===== src/rtl/data_memory_arbiter.sv =====
// data_memory_arbiter
// Shares a single-ported, asynchronous-read data memory between the CPU
// load/store path (port 0) and a secondary master (port 1).
// Each access takes two cycles: a grant cycle and a one-cycle ACCESS state.
// Build option: define DMEM_ARB_ROUND_ROBIN_EN for round-robin arbitration
// on simultaneous requests. Otherwise port 0 has fixed priority.
//
// Handshake: i_reqN is held, with i_weN/i_addrN/i_wdataN stable, until o_ackN
// pulses for one cycle. The requester must drop or change i_reqN by the cycle
// after o_ackN. For reads, o_rvalidN pulses one cycle after o_ackN, and o_rdata
// is valid in that cycle. o_rdata then holds until the next read completes.
module data_memory_arbiter #(
    parameter int ADDR_W = 32,
    parameter int DATA_W = 32
) (
    input  logic              i_clk,
    input  logic              i_rst_n,
    input  logic              i_req0,
    input  logic              i_req1,
    input  logic              i_we0,
    input  logic              i_we1,
    input  logic [ADDR_W-1:0] i_addr0,
    input  logic [ADDR_W-1:0] i_addr1,
    input  logic [DATA_W-1:0] i_wdata0,
    input  logic [DATA_W-1:0] i_wdata1,
    output logic              o_ack0,
    output logic              o_ack1,
    output logic              o_rvalid0,
    output logic              o_rvalid1,
    output logic [DATA_W-1:0] o_rdata,
    output logic              o_mem_we,
    output logic [ADDR_W-1:0] o_mem_addr,
    output logic [DATA_W-1:0] o_mem_wdata,
    input  logic [DATA_W-1:0] i_mem_rdata,
    output logic              o_state      // debug: 0 = IDLE, 1 = ACCESS
);

    typedef enum logic {
        ST_IDLE   = 1'b0,
        ST_ACCESS = 1'b1
    } state_t;

    state_t              r_state;
    logic                r_cmd_we;
    logic                r_cmd_port;   // granted port of the command in flight
    logic [ADDR_W-1:0]   r_cmd_addr;
    logic [DATA_W-1:0]   r_cmd_wdata;
    logic                r_ack0;
    logic                r_ack1;
    logic                r_rvalid0;
    logic                r_rvalid1;
    logic [DATA_W-1:0]   r_rdata;

    logic                w_any_req;
    logic                w_sel1;       // 1 = port 1 wins this arbitration

    assign w_any_req = i_req0 | i_req1;

`ifdef DMEM_ARB_ROUND_ROBIN_EN
    // 1 = port 1 was granted last, so port 0 wins the next tie
    logic r_last_grant;
    assign w_sel1 = i_req1 & (~i_req0 | ~r_last_grant);
`else
    assign w_sel1 = i_req1 & ~i_req0;
`endif

    // Arbitration FSM: grant in IDLE, perform the memory access in ACCESS
    always_ff @(posedge i_clk or negedge i_rst_n) begin
        if (!i_rst_n) begin
            r_state     <= ST_IDLE;
            r_cmd_we    <= 1'b0;
            r_cmd_port  <= 1'b0;
            r_cmd_addr  <= '0;
            r_cmd_wdata <= '0;
            r_ack0      <= 1'b0;
            r_ack1      <= 1'b0;
            r_rvalid0   <= 1'b0;
            r_rvalid1   <= 1'b0;
            r_rdata     <= '0;
`ifdef DMEM_ARB_ROUND_ROBIN_EN
            r_last_grant <= 1'b1;
`endif
        end else begin
            r_ack0    <= 1'b0;
            r_ack1    <= 1'b0;
            r_rvalid0 <= 1'b0;
            r_rvalid1 <= 1'b0;
            case (r_state)
                ST_IDLE: begin
                    if (w_any_req) begin
                        r_cmd_port  <= w_sel1;
                        r_cmd_we    <= w_sel1 ? i_we1    : i_we0;
                        r_cmd_addr  <= w_sel1 ? i_addr1  : i_addr0;
                        r_cmd_wdata <= w_sel1 ? i_wdata1 : i_wdata0;
                        r_ack0      <= ~w_sel1;
                        r_ack1      <= w_sel1;
`ifdef DMEM_ARB_ROUND_ROBIN_EN
                        r_last_grant <= w_sel1;
`endif
                        r_state     <= ST_ACCESS;
                    end
                end
                ST_ACCESS: begin
                    if (!r_cmd_we) begin
                        r_rdata   <= i_mem_rdata;
                        r_rvalid0 <= ~r_cmd_port;
                        r_rvalid1 <= r_cmd_port;
                    end
                    r_state <= ST_IDLE;
                end
                default: r_state <= ST_IDLE;
            endcase
        end
    end

    // The write strobe is gated by the state, so an async reset during ACCESS drops it at once.
    assign o_mem_we    = r_cmd_we & (r_state == ST_ACCESS);
    assign o_mem_addr  = r_cmd_addr;
    assign o_mem_wdata = r_cmd_wdata;
    assign o_ack0      = r_ack0;
    assign o_ack1      = r_ack1;
    assign o_rvalid0   = r_rvalid0;
    assign o_rvalid1   = r_rvalid1;
    assign o_rdata     = r_rdata;
    assign o_state     = (r_state == ST_ACCESS);

endmodule


===== config.mk =====
export PLATFORM = sky130hd
export DESIGN_NAME = data_memory_arbiter
export DESIGN_NICKNAME = d
export VERILOG_FILES = /design/src/rtl/data_memory_arbiter.sv
export SDC_FILE = /design/constraint.sdc
export NUM_CORES = 1
export LEC_CHECK = 0
export CAP_MARGIN = 15
export CORE_ASPECT_RATIO = 1.25
export CORE_UTILIZATION = 37
export DETAILED_ROUTE_END_ITERATION = 10
export PLACE_DENSITY = 0.78
export SETUP_SLACK_MARGIN = 0.5
export SLEW_MARGIN = 25
export SYNTH_ARGS = -nofsm -noshare
export SYNTH_HDL_FRONTEND = slang
export SYNTH_SLANG_ARGS = --single-unit

===== constraint.sdc =====
create_clock -name i_clk -period 1.45 [get_ports i_clk]
set_clock_uncertainty 0.15 [all_clocks]
set_input_delay 0.29 -clock i_clk [delete_from_list [all_inputs] [get_ports i_clk]]
set_output_delay 0.29 -clock i_clk [all_outputs]
set_load 0.005 [all_outputs]

### Yosys cells after proc, flatten, opt, wreduce, memory -nomap -nowiden

Cells that the tools add are included.
W data, S select, Z words.

* register bits after elaboration: 103
* output and inout port bits: 102

* multiplexer cells: 13
* bitwise logic cells: 8
* reduce and logical (&&, ||, !) cells: 2

Operator list (count)
* $mux W32: 2
* $mux W1: 10
* $not A1 Y1: 5
* $reduce_and A2 Y1: 2
* $and A1 B1 Y1: 2
* $pmux W1 S2: 1
* $or A1 B1 Y1: 1

### Longest topological paths before layout

* word-level depth: 5
* mapped depth: 5

### Worst setup path after synthesis

OpenSTA, ideal clock, no wires.

* path type: reg2reg
* from: reg r_state (netlist: o_state)
* to: reg r_rdata[10] (netlist: o_rdata[10])
* setup time: 0.125 ns
* arrival: 1.220 ns
* required time: 1.175 ns
* slack: -0.045 ns
* stages on the path, launching flop included: 6
* buffers on the path: 3
* cells stage by stage: dfrtp_1 buf_6 nor2b_1 buf_6 buf_6 mux2_4

* longest elaborated chain between the ends: 1

RTL lines
* start: declaration: line 43 `state_t r_state;`
* start signal: assignment: line 70 `r_state <= ST_IDLE;`
* start signal: assignment: line 100 `r_state <= ST_ACCESS;`
* start signal: assignment: line 109 `r_state <= ST_IDLE;`
* $reduce_and A2 Y1 (no line)
* end signal: assignment: line 105 `r_rdata <= i_mem_rdata;`
* end: declaration: line 52 `logic [DATA_W-1:0] r_rdata;`

Every way passes these cells.
A chain may end at the register's enable or synchronous reset.

### Worst setup path in the final report

* from: reg r_state (netlist: o_state)
* to: reg r_cmd_wdata[29] (netlist: o_mem_wdata[29])

* longest elaborated chain between the ends: 2

RTL lines
* $not A1 Y1 (no line)
* $reduce_and A2 Y1 (no line)
* end signal: assignment: line 94 `r_cmd_wdata <= w_sel1 ? i_wdata1 : i_wdata0;`
* end: declaration: line 47 `logic [DATA_W-1:0] r_cmd_wdata;`

Every way passes these cells.

==> key figures <==
GRT
  • Initial antenna violation count: 2
  • Vias in the first global route: 5267
  • First-pass GRT wire length: 29100 µm
  • Largest net degree at the start of global routing: 74
  • GRT Util Overall: 26.4%
  • Gr ovfl total: 0

Clocking
  • CTS buffer count: 9
  • Number of H-tree levels: 3
  • CTS clk-pin slew, worst paths: about 0.080 ns
  • Buffer depth of the longest clock path: 2
  • Root Driver: clkbuf_16
  • Clock sinks: 103
  • Worst-Skew Late Latency: ~0.35 ns
  • CTS tree: built

Routing
  • Residual DRC: 0
  • DRT Wirelength: 20100 µm
  • Routed wire per std cell: 20.5 µm
  • Post-route ant nets: 0
  • Mean number of vias per cell: 5.19
  • DR iter-0 viols: 179
  • First-pass detailed-route iteration total: 4
  • Via count: 5091

Synthesis
  • Compound-cell area share of the yosys netlist: 10.1%
  • Simple-gate share of the synthesized area: a little over a fifth
  • Post-Syn Area: 0.00527 mm²
  • Synth Area in Adders: 0%
  • Number of library cell types mapped by synthesis: 19
  • Mux contribution to synthesized area: under 10%
  • Largest family of logic cells by synthesized area: simple AND/OR/NAND/NOR gates
  • Top post-synthesis cells by area: dfrtp_1, nor4b_1, nor3b_1
  • Syn Inst Count: 453
  • Yosys top cell by area: dfrtp_1
  • Synth Net Count: around 620
  • Post-synth top area share: 49.0%
  • Post-Synth XOR/XNOR Area: 0%
  • #FFs+latches synth: 103
  • Sequential area share after synthesis: between 40% and 50%
  • Yosys warnings: 0
  • Syn_area_per_cell: 11.6 µm²

Timing
  • RSZ-0062 raised after global routing: true
  • Worst slew pin tran: 0.528 ns
  • Final setup viols: 102
  • Setup WS post-layout: -0.241 ns
  • Max Slew Vio Count: 0
  • Final hold vios: 21
  • Setup TNS: -15.23 ns
  • Min Tclk post-route: 1.69 ns
  • Fin crit share: 117%
  • Fmax: 0.592 GHz
  • Worst hold slack: -0.307 ns
  • Slew HR: 64.8%

Critical path
  • WP data required: 1.53 ns
  • Max stage delay on crit path: 0.50 ns
  • Critical path cell sequence: buf_6 -> buf_12 -> nor4b_2 -> a221oi_2
  • Crit path buf inv count: 2
  • Critical Path AT: 1.77 ns
  • Crit. End Element: flip-flop
  • Largest delay share family, worst path: flip-flops
  • CP max stage cell: dfrtp_4
  • CP Max Fanout: 73
  • Crit path launch type: flip-flop
  • Crit Path Category: reg2reg

Power and ir drop
  • PwrDens: approximately 1100 mW/mm²
  • Worst VDD drop: 868 µV
  • Total power: 11.7 mW
  • P_leak: 4.52 nW

Cells and area
  • Layout net count: 966
  • Multi-input gate area: about 0.0034 mm²
  • Finished Core Util: approximately 75%
  • Non-Filler Instances: ~1000
  • Register area: 0.00258 mm²
  • FILL cells: 855
  • Layout cell share with drive strength beyond 1: 53.7%
  • Design area: 0.0103 mm²
  • Area grow syn2layout: 96.5%

Outcome
  • Outcome: finished with violations
  • Failing checks: negative hold slack, negative setup slack

Die
  • FP Rows: 48
  • Top-Level Pins: 268
  • Die Span Y: roughly 140 µm
  • Die Footprint: 0.0147 mm²
  • Std-Cell Core Area: 0.0139 mm²
  • Starting Density: between 30% and 40%
  • Width of the die: 109 µm

Placed design
  • Pre-CTS setup slack: -0.169 ns
  • Dpl cell area: 0.00874 mm²
  • DP HPWL: between 10000 and 15000 µm
  • I/O Buffers: 267
  • Placed cells: between 800 and 900
  • Routability cong.: 0.836

Run
  • Max-cap viol count: 0

Hold path
  • Worst hold-check path type: in2async
logic make-up after synthesis:
family / count (synthesis)
AND/OR/NAND/NOR: 136
flip-flops: 103
AO/OA/AOI/OAI: 67
buffers and inverters: 115
multiplexers: 32
per-layer routing:
layer | track usage (%) | routed length, µm
met5 | 0 | 13
met4 | 11.9 | 698
met3 | 6.25 | 1130
met2 | 45.3 | 10500
met1 | 31.1 | 7790
flip-flops by register name, indices dropped and copies added, names as in the netlist:
| register | cells |
|---|---|
| o_ack0 | 1 |
| o_rvalid0 | 1 |
| o_state | 1 |
| o_mem_addr | 32 |
| o_rvalid1 | 1 |
| r_cmd_port | 1 |
| o_mem_wdata | 32 |
| o_rdata | 32 |
| o_ack1 | 1 |
| r_cmd_we | 1 |
worst paths after layout:
check                      slack, ns                     endpoint              startpoint  cells after the start
max in group asynchronous       0.94  o_mem_wdata[25]$_DFFE_PN0P_                 i_rst_n                      2
hold reg to reg                 0.36          o_rvalid1$_DFF_PN0_  r_cmd_port$_DFFE_PN0P_                      1
hold / removal                 -0.31      o_rdata[16]$_DFFE_PN0P_                 i_rst_n                      1
setup / recovery               -0.24  o_mem_wdata[29]$_DFFE_PN0P_       o_state$_DFF_PN0_                      4
min in group i_clk              0.32       r_cmd_port$_DFFE_PN0P_                  i_req1                      4
setup reg to reg               -0.24  o_mem_wdata[29]$_DFFE_PN0P_       o_state$_DFF_PN0_                      4
cell type report:
| cell class | instances | area share (%) |
|---|---|---|
| antenna | 1 | 0.0242 |
| clock buffer | 9 | 2.18 |
| clock inverter | 7 | 1.05 |
| inverter | 68 | 2.47 |
| multi-input combinational | 235 | 32.7 |
| sequential | 103 | 25.0 |
| tap | 175 | 2.12 |
| timing repair buffer | 383 | 34.5 |
cells in the mapped netlist, drive strengths merged:
cell / count
nor4b: 65
a21oi: 1
o21bai: 1
a221oi: 1
and2: 3
a211oi: 64
nor3b: 65
inv: 68
nand2b: 1
dfrtp: 103
nor2b: 2
buf: 33
mux2: 32
clkbuf: 14
timing repair:
action / CTS / global route
setup buffers: 51 / 28
gates cloned: 10 / 1
pin swaps: 26 / 7
setup endpoints to repair: 205 / 205
gates resized for setup: 505 / 43
endpoints found under the hold margin: 21 / 21
power by group:
part | leakage (nW) | internal [mW] | switching, mW
logic | 3.19 | 3.01 | 1.93
clock network | 0.164 | 1.55 | 1.20
registers | 1.16 | 3.59 | 0.395
cells in the final DEF, fill, tap and decap left out, types with 2 or more instances in the layout:
cell type	synthesis	routed
inv_8	0	2
buf_4	6	75
inv_6	0	2
clkbuf_16	0	11
nor3b_4	0	8
a211oi_2	4	55
clkdlybuf4s50_1	0	162
mux2_4	28	31
nor4b_1	58	5
bufinv_16	0	2
buf_6	10	15
inv_1	68	67
buf_8	0	2
a211oi_4	0	2
a211oi_1	60	7
nor3b_2	0	30
nor4b_4	0	41
nor4b_2	7	19
buf_16	0	11
buf_2	17	99
nor3b_1	65	27
and2_4	0	2
dfrtp_1	103	102
buf_12	0	17
worst reg2reg max path, stage by stage (launching register included):
cell      delay [ns]
dfrtp_4         0.50
buf_6           0.13
buf_12          0.23
nor4b_2         0.50
a221oi_2        0.05
Power figures use the tool's default switching activity.
